**config.mk**
```make
export PLATFORM = sky130hd
export DESIGN_NAME = iir_detector
export DESIGN_NICKNAME = d
export VERILOG_FILES = /design/src/rtl/iir_detector.sv
export SDC_FILE = /design/constraint.sdc
export NUM_CORES = 1
export LEC_CHECK = 0
export CAP_MARGIN = 20
export CORE_ASPECT_RATIO = 1.4
export CORE_MARGIN = 3
export CORE_UTILIZATION = 55
export DETAILED_ROUTE_END_ITERATION = 10
export PLACE_DENSITY_LB_ADDON = 0.3
export SETUP_SLACK_MARGIN = 0.1
export SLEW_MARGIN = 20
export SYNTH_ARGS = -nofsm -noshare
export SYNTH_HDL_FRONTEND = slang
export SYNTH_SLANG_ARGS = --single-unit
```
**constraint.sdc**
```tcl
create_clock -name clk -period 8.1 [get_ports clk]
set_clock_uncertainty 0.1 [all_clocks]
set_input_delay 1.62 -clock clk [delete_from_list [all_inputs] [get_ports clk]]
set_output_delay 1.62 -clock clk [all_outputs]
set_load 0.05 [all_outputs]
```
**src/rtl/iir_detector.sv**
```systemverilog
// Envelope detector that follows an IIR section: peak-hold envelope with shift decay, plus ARMED/DETECT/HOLDOFF hysteresis.
// Optional event counter is compiled in only when IIR_DET_CNT_EN is defined.
module iir_detector #(
  parameter int DECAY_SHIFT = 4,
  parameter int CNT_W       = 16
) (
  input  logic               clk,
  input  logic               rst,
  input  logic signed [10:0] y_in,
  input  logic               y_valid,
  input  logic [9:0]         thr_hi,
  input  logic [9:0]         thr_lo,
  input  logic [7:0]         holdoff_len,
  input  logic               clear,
  output logic [9:0]         env,
  output logic               det,
  output logic               det_pulse,
  output logic [CNT_W-1:0]   event_cnt
);

  typedef enum logic [1:0] {ARMED, DETECT, HOLDOFF} state_t;

  state_t     state, state_n;
  logic [7:0] hold_cnt, hold_n;
  logic [9:0] env_n;
  logic       pulse_n;
  logic [10:0] neg;
  logic [9:0] mag;
  logic [9:0] decayed;
  logic [9:0] env_next;

  // -1024 has no positive Q1.10 counterpart, so it saturates to 1023.
  always_comb begin
    neg = 11'(-y_in);
    if (y_in == 11'sh400)
      mag = 10'h3FF;
    else if (y_in[10])
      mag = neg[9:0];
    else
      mag = y_in[9:0];
    decayed  = env - (env >> DECAY_SHIFT);
    env_next = (mag > decayed) ? mag : decayed;
  end

  always_comb begin
    state_n = state;
    hold_n  = hold_cnt;
    env_n   = env;
    pulse_n = 1'b0;
    if (clear) begin
      state_n = ARMED;
      hold_n  = '0;
      env_n   = '0;
    end else if (y_valid) begin
      env_n = env_next;
      case (state)
        ARMED: begin
          if (env_next >= thr_hi) begin
            state_n = DETECT;
            pulse_n = 1'b1;
          end
        end
        DETECT: begin
          if (env_next < thr_lo) begin
            if (holdoff_len == 8'd0) begin
              state_n = ARMED;
              hold_n  = '0;
            end else begin
              state_n = HOLDOFF;
              hold_n  = holdoff_len;
            end
          end
        end
        HOLDOFF: begin
          // The sample that brings the counter to zero re-arms but cannot itself detect.
          if (hold_cnt <= 8'd1) begin
            state_n = ARMED;
            hold_n  = '0;
          end else begin
            hold_n = hold_cnt - 8'd1;
          end
        end
        default: begin
          state_n = ARMED;
          hold_n  = '0;
        end
      endcase
    end
  end

  always_ff @(posedge clk or posedge rst) begin
    if (rst) begin
      state     <= ARMED;
      hold_cnt  <= '0;
      env       <= '0;
      det_pulse <= 1'b0;
    end else begin
      state     <= state_n;
      hold_cnt  <= hold_n;
      env       <= env_n;
      det_pulse <= pulse_n;
    end
  end

  assign det = (state == DETECT);

`ifdef IIR_DET_CNT_EN
  logic [CNT_W-1:0] cnt_q;

  always_ff @(posedge clk or posedge rst) begin
    if (rst)
      cnt_q <= '0;
    else if (clear)
      cnt_q <= '0;
    else if (pulse_n && (cnt_q != '1))
      cnt_q <= cnt_q + CNT_W'(1);
  end

  assign event_cnt = cnt_q;
`else
  assign event_cnt = '0;
`endif

endmodule

```
==> results.py, run 1 <==
metrics = {
    "setup_path": {
        "crit_arrival_ns": 7.08,
        "end_kind": "flip-flop",
        "cp_data_required_time_ns": 8.17,
        "reg2reg_from": "env[5]",
        "critPathLaunch": "y_in[0]",
        "cp-start-kind": "primary input",
        "crit_fanout": 12,
        "crit_type": "primary input to flip-flop",
    },
    "cts": {
        "clockBufferDepth": 2,
        "insertion_delay_ns": 0.27,
        "cts_made_buffers": 3,
        "post_cts_buffers": 0,
        "post_cts_resize_count": 0,
        "clk_pin_slew_ns": 0.08,
        "h-tree-depth": 1,
        "cts_root_buf": "clkbuf_8",
        "cts_hold_buffers": 0,
        "cts_tree": "yes",
        "clock-sinks": 21,
    },
    "synthesis": {
        "synthCells": 371,
        "synth_top_area_share_pct": 17.5,
        "syn_area_per_cell_sq_um": 8.11,
        "synth_top_family_by_area": "compound AO/OA/AOI/OAI gates",
        "synth_xor_area_share_pct": 3.16,
        "ys_top_cells_by_area": "dfrtp_1 17%, ha_1 17%, inv_1 6.1%",
        "ys_ff_latch": 21,
        "synth_compound_area_share_pct": 24.5,
        "synth-simple-area-share_pct": 20.5,
        "synth_seq_area_share_pct": 17.5,
        "synth_area_sq_um": 3010,
        "synth_flop_cell": "dfrtp_1",
        "synthMuxAreaShare_pct": 4.33,
        "synth-edff-count": 0,
        "synth_top_cell_by_area": "dfrtp_1",
        "synth_adder_area_share_pct": 18.1,
        "synth-async-reset-ratio_pct": 100,
        "yosys_warnings": 0,
        "yosys.cell_types.count": 75,
    },
    "sta": {
        "period_share_pct": 86.6,
        "maxSlewHeadroom_pct": 46.1,
        "setup_viol": 0,
        "tightest_slew_ns": 0.807,
        "rsz0062_at_grt": "false",
        "fin_crit_ns": 7.01,
        "report.final.hold_viol_count": 0,
        "tns_ns": 0,
        "max_freq_mhz": 143,
        "slew_violations": 0,
    },
    "drt": {
        "routed_via_density": 5.84,
        "vias": 2844,
        "dr.pass1.iters": 5,
        "drt_iter0_drc": 172,
        "drc": 0,
        "routed_wl_um": 7650,
        "drtAntennaViolNets": 0,
        "wl_per_cell_um": 15.7,
    },
    "final_layout": {
        "ff_latch_area_sq_um": 526,
        "fin_nets": 508,
        "multiInputGateArea_sq_um": 2180,
        "layout-drive-gt1-share_pct": 9.26,
        "final_area_sq_um": 3570,
        "insertedDiodeCount": 0,
        "areaGrowthSynthToFinish_pct": 18.8,
        "n_fill_cell": 455,
    },
    "global_route": {
        "grtUsageMet1_pct": 27.2,
        "grt_max_degree": 22,
        "track_usage_pct": 25.5,
        "busiest_layer": "met2",
        "grt_pass1_wl_um": 12700,
        "grt_overflow": 0,
        "met2_usage_pct": 47.6,
        "grt_pass1_vias": 2890,
        "grt_util_met3_pct": 1.92,
        "antenna_found_initial": 0,
    },
    "worst_hold_path": {
        "min_path_type": "flip-flop to flip-flop",
        "hp-start": "hold_cnt[7]",
    },
    "placement": {
        "place_congestion": 0.944,
        "hpwlAfterDp_um": 6420,
        "port_buffers": 54,
        "place_area_sq_um": 3530,
    },
    "die": {
        "num_io_pins": 71,
        "fp.dieW_um": 68.5,
        "rows": 31,
        "die_h_um": 93.5,
        "core_sq_um": 5240,
        "design.die.area_sq_um": 6400,
        "start_util_pct": 57.4,
    },
    "flow_run": {
        "max-cap-violations": 0,
    },
    "run_status": {
        "status": "complete, no violations",
    },
}
Yosys cell counts, drive strengths merged, types with 6 or more instances:
master	number
a21oi	20
nor2b	7
dfrtp	21
o21a	6
nor3	8
nor2	33
a211o	6
inv	50
nand2	35
buf	19
o21ai	23
mux2i	7
ha	42
area by class of cell:
type	instances	area share (%)
sequential	21	14.7
inverter	50	5.25
clock buffer	3	1.16
tap	66	2.31
timing repair buffer	55	15.3
multi-input combinational	291	61.1
clock inverter	1	0.140
worst max-delay path, stage by stage:
cell and delay [ns]:
clkdlybuf4s50_1 0.44, inv_1 0.07, ha_1 0.19, or4b_1 0.50, nor4_2 0.19, nand2_1 0.08
a21oi_1 0.14, nor2_1 0.09, ha_1 0.31, nand4_1 0.12, nor2_1 0.10, a2111oi_4 0.44
or2_1 0.44, buf_4 0.25, mux2_4 0.34, ha_1 0.30, o21ai_0 0.15, o21ai_1 0.09
a221oi_2 0.25, and3b_2 0.26, o32ai_2 0.15, a211o_1 0.32, a22o_1 0.22
through the flow:
step | instances | utilization [%] | worst slack (ns) | hold WS (ns)
after floorplan | 386 | - | 1.93 | 0.360
after global placement | 483 | 67.4 | 0.972 | 0.386
final | 487 | 68.3 | 1.09 | 0.412
after detailed placement | 483 | 67.4 | 0.823 | 0.388
after global routing | 487 | 68.3 | 0.676 | 0.433
after CTS | 487 | 68.3 | 1.11 | 0.406
cell families after synthesis:
group / count (synthesis)
and+or+nand+nor: 116
AOI/OAI and AO/OA: 95
buffers and inverters: 74
adders and majority gates: 43
DFF: 21
muxes: 11
xor gates and xnor gates: 10
other: 1
worst paths after layout:
check | end | slack, ns | depth (start not counted)
setup / recovery | hold_cnt[6] | 1.09 | 23
hold / removal | hold_cnt[7] | 0.41 | 1
setup reg to reg | hold_cnt[6] | 1.93 | 23
hold reg to reg | hold_cnt[7] | 0.41 | 1
max in group asynchronous | hold_cnt[0] | 5.70 | 2
min in group asynchronous | env[1] | 1.70 | 2
metal layers:
metal / wire, um / share of wire, %
met1: 2890 / 38
met4: 340 / 4.4
met3: 335 / 4.4
met5: 0 / 0
met2: 4080 / 53
sequential cells by signal (all words and copies together) (netlist names):
signal / count
det_pulse: 1
hold_cnt: 8
env: 10
state: 2
layout by cell type (no fill, tap or decap), types with 3 or more instances in the layout:
cell	Yosys	layout
o21ai_0	13	13
nand3_1	3	3
clkbuf_8	0	3
a21oi_1	18	18
ha_1	42	42
mux2i_1	7	7
dfrtp_1	21	21
o21a_1	5	5
inv_1	49	49
a22o_1	5	5
o21ai_2	3	3
o211ai_1	4	4
clkdlybuf4s50_1	0	54
nand4_1	5	5
a211o_1	6	6
a32o_1	3	3
xor2_1	5	5
conb_1	1	16
xnor2_1	4	4
nor3_1	6	6
nor2_1	32	32
mux2_4	4	4
nor2b_1	6	6
nor4_1	4	4
nand2_1	34	34
o21ai_1	7	7
a21o_1	4	4
or2_2	3	3
Power of run 1 is left out: the tool's default activity adds up to more than one toggle a clock period on the data nets, which glitch-free logic cannot reach.
==> run 2: changes to the inputs <==
--- a/config.mk
+++ b/config.mk
@@ -7,7 +7,6 @@
 export LEC_CHECK = 0
 export CAP_MARGIN = 20
 export CORE_ASPECT_RATIO = 1.4
-export CORE_MARGIN = 3
 export CORE_UTILIZATION = 55
 export DETAILED_ROUTE_END_ITERATION = 10
 export PLACE_DENSITY_LB_ADDON = 0.3
==> run 2 against run 1 <==
Compared with the run above:
- global-route usage up 3.2 points
- sequential share of layout area unchanged
- utilization is the same
- count of clock-buffer cells in the layout is the same
- via count decreased by 0.28%
- die area is 9.9% lower
- register-to-register slack got worse by 0.03 ns
- critical path type unchanged
- critical endpoint is now hold_cnt[2]
- highest routed layer unchanged
==> results.py, run 2 (same netlist as run 1, synthesis figures left out) <==
metrics = {
    "setup_path": {
        "end_kind": "flip-flop",
        "crit_arrival_ns": 7.10,
        "cp-start-kind": "primary input",
        "reg2reg_from": "env[5]",
        "worstReg2RegEnd": "hold_cnt[2]",
        "rr_worst_depth": 22,
        "rrSetupSlack_ns": 1.90,
        "crit_type": "primary input to flip-flop",
        "cp_data_required_time_ns": 8.14,
        "crit_slowest_cell": "or2_1",
        "crit_top_cell": "ha_1",
        "slowest_delay_ns": 0.50,
        "crit_fanout": 13,
        "crit_chain": "clkdlybuf4s50_1 -> inv_1 -> ha_1 -> or4b_1 -> nor4_2 -> nand2_1 -> a21oi_1 -> nor2_1 -> ha_1 -> nand4_1 -> nor2_1 -> a2111oi_4 -> or2_1 -> mux2_4 -> ha_1 -> a211oi_2 -> o21ai_1 -> a221oi_2 -> and3b_2 -> o32ai_2 -> a211oi_1 -> o2bb2ai_1",
        "path_buf_inv": 2,
        "cp_top_family": "simple AND/OR/NAND/NOR gates",
    },
    "final_layout": {
        "layout-drive-gt1-share_pct": 9.26,
        "fin_nets": 508,
        "regMostFlops": "env",
        "insertedDiodeCount": 0,
        "areaGrowthSynthToFinish_pct": 18.8,
        "final_common_cell": "clkdlybuf4s50_1",
        "top_regs": "env x10, hold_cnt x8, state x2",
        "largest_register_ffs": 10,
        "stdcell_count": 487,
        "layout_common_cells": "54 x clkdlybuf4s50_1, 49 x inv_1, 42 x ha_1, 34 x nand2_1, 32 x nor2_1",
    },
    "sta": {
        "setup_viol": 0,
        "maxSlewHeadroom_pct": 44.8,
        "period_share_pct": 87.2,
        "hold_ws_ns": 0.404,
        "tightest_slew_ns": 0.827,
        "report.final.hold_viol_count": 0,
        "fin_crit_ns": 7.06,
        "max_freq_mhz": 142,
        "slew_violations": 0,
        "tns_ns": 0,
        "setup_ws_ns": 1.04,
        "rsz0062_at_grt": "false",
    },
    "die": {
        "start_util_pct": 57.4,
        "num_io_pins": 71,
        "design.die.area_sq_um": 5770,
        "core_sq_um": 5240,
        "fp.dieW_um": 64.5,
        "die_h_um": 89.5,
        "rows": 31,
    },
    "cts": {
        "cts_tree": "yes",
        "post_cts_buffers": 0,
        "cts_made_buffers": 3,
        "clock-sinks": 21,
        "cts_root_buf": "clkbuf_8",
        "clockBufferDepth": 2,
        "clk_pin_slew_ns": 0.07,
        "cts_hold_buffers": 0,
        "h-tree-depth": 1,
        "post_cts_resize_count": 0,
        "insertion_delay_ns": 0.26,
    },
    "placement": {
        "dp_cells": 483,
        "place_congestion": 0.949,
        "port_buffers": 54,
        "pre_cts_slack_ns": 0.840,
        "hpwlAfterDp_um": 6370,
    },
    "worst_hold_path": {
        "hold-path-cell-count": 1,
        "min_path_type": "flip-flop to flip-flop",
        "hold_end": "hold_cnt[7]",
        "hp-start": "hold_cnt[7]",
    },
    "drt": {
        "drc": 0,
        "drtAntennaViolNets": 0,
        "wl_per_cell_um": 16.0,
        "routed_wl_um": 7810,
        "dr.pass1.iters": 4,
        "routed_via_density": 5.82,
        "vias": 2836,
        "drt_iter0_drc": 164,
    },
    "global_route": {
        "grt_pass1_wl_um": 12800,
        "grt_pass1_vias": 2862,
        "track_usage_pct": 28.7,
        "antenna_found_initial": 0,
        "grt_overflow": 0,
        "grt_max_degree": 22,
    },
    "run_status": {
        "status": "complete, no violations",
    },
    "flow_run": {
        "max-cap-violations": 0,
    },
}
[run 2: cell counts in the layout (fill, tap and decap cells not counted)]
Identical to the previous run, type by type.
[run 2: worst max path at each step]
| stage | slack (ns) | cells past startpoint | endpoint | startpoint |
|---|---|---|---|---|
| finish | 1.04 | 22 | hold_cnt[2] | y_in[1] |
| global route | 0.66 | 22 | hold_cnt[2] | y_in[1] |
| CTS | 1.10 | 22 | hold_cnt[4] | y_in[1] |
| detailed placement | 0.84 | 22 | hold_cnt[6] | y_in[1] |
| global placement | 0.95 | 20 | hold_cnt[6] | y_in[2] |
| floorplan | 1.93 | 22 | hold_cnt[4] | y_in[1] |
[run 2: layout make-up]
cell class,count,area (sq um)
Tap cell,66,82.6
Sequential cell,21,526
Timing Repair Buffer,55,548
Clock buffer,3,41.3
Fill cell,451,1660
Inverter,50,188
Clock inverter,1,5.00
Multi-Input combinational cell,291,2180
[run 2: per-stage QoR]
stage | util, % | cell area, sq um
floorplan | - | 3060
global placement | 67.4 | 3530
detailed placement | 67.4 | 3530
CTS | 68.3 | 3570
global route | 68.3 | 3570
finish | 68.3 | 3570
[run 2: metal layers]
| layer | global-route usage [%] | vias to the layer above | wire (um) | part of all wire [%] |
|---|---|---|---|---|
| met3 | 2.04 | 24 | 266 | 3.4 |
| met1 | 30.6 | 1343 | 3000 | 38 |
| met4 | 13.7 | 0 | 286 | 3.7 |
| met2 | 56.6 | 87 | 4260 | 55 |
| met5 | 0 | - | 0 | 0 |
| li1 | - | 1382 | - | - |
[run 2: worst register-to-register path, delay by kind of cell, from the launching register on]
kind | cells | cell delay, ns
xor gates and xnor gates | 1 | 0.17
adders and majority gates | 3 | 0.92
buffers and inverters | 1 | 0.10
muxes | 1 | 0.38
and+or+nand+nor | 4 | 1.41
AOI/OAI and AO/OA | 12 | 2.55
DFF | 1 | 0.44
Power of run 2 is left out for the same reason.
==> run 3: changes to the inputs <==
--- a/config.mk
+++ b/config.mk
@@ -11,7 +11,6 @@
 export DETAILED_ROUTE_END_ITERATION = 10
 export PLACE_DENSITY_LB_ADDON = 0.3
 export SETUP_SLACK_MARGIN = 0.1
-export SLEW_MARGIN = 20
 export SYNTH_ARGS = -nofsm -noshare
 export SYNTH_HDL_FRONTEND = slang
 export SYNTH_SLANG_ARGS = --single-unit
==> results of run 3 <==
Same layout as run 2: the final DEF is identical, and so are final timing and power.
Power of run 3 is left out for the same reason.
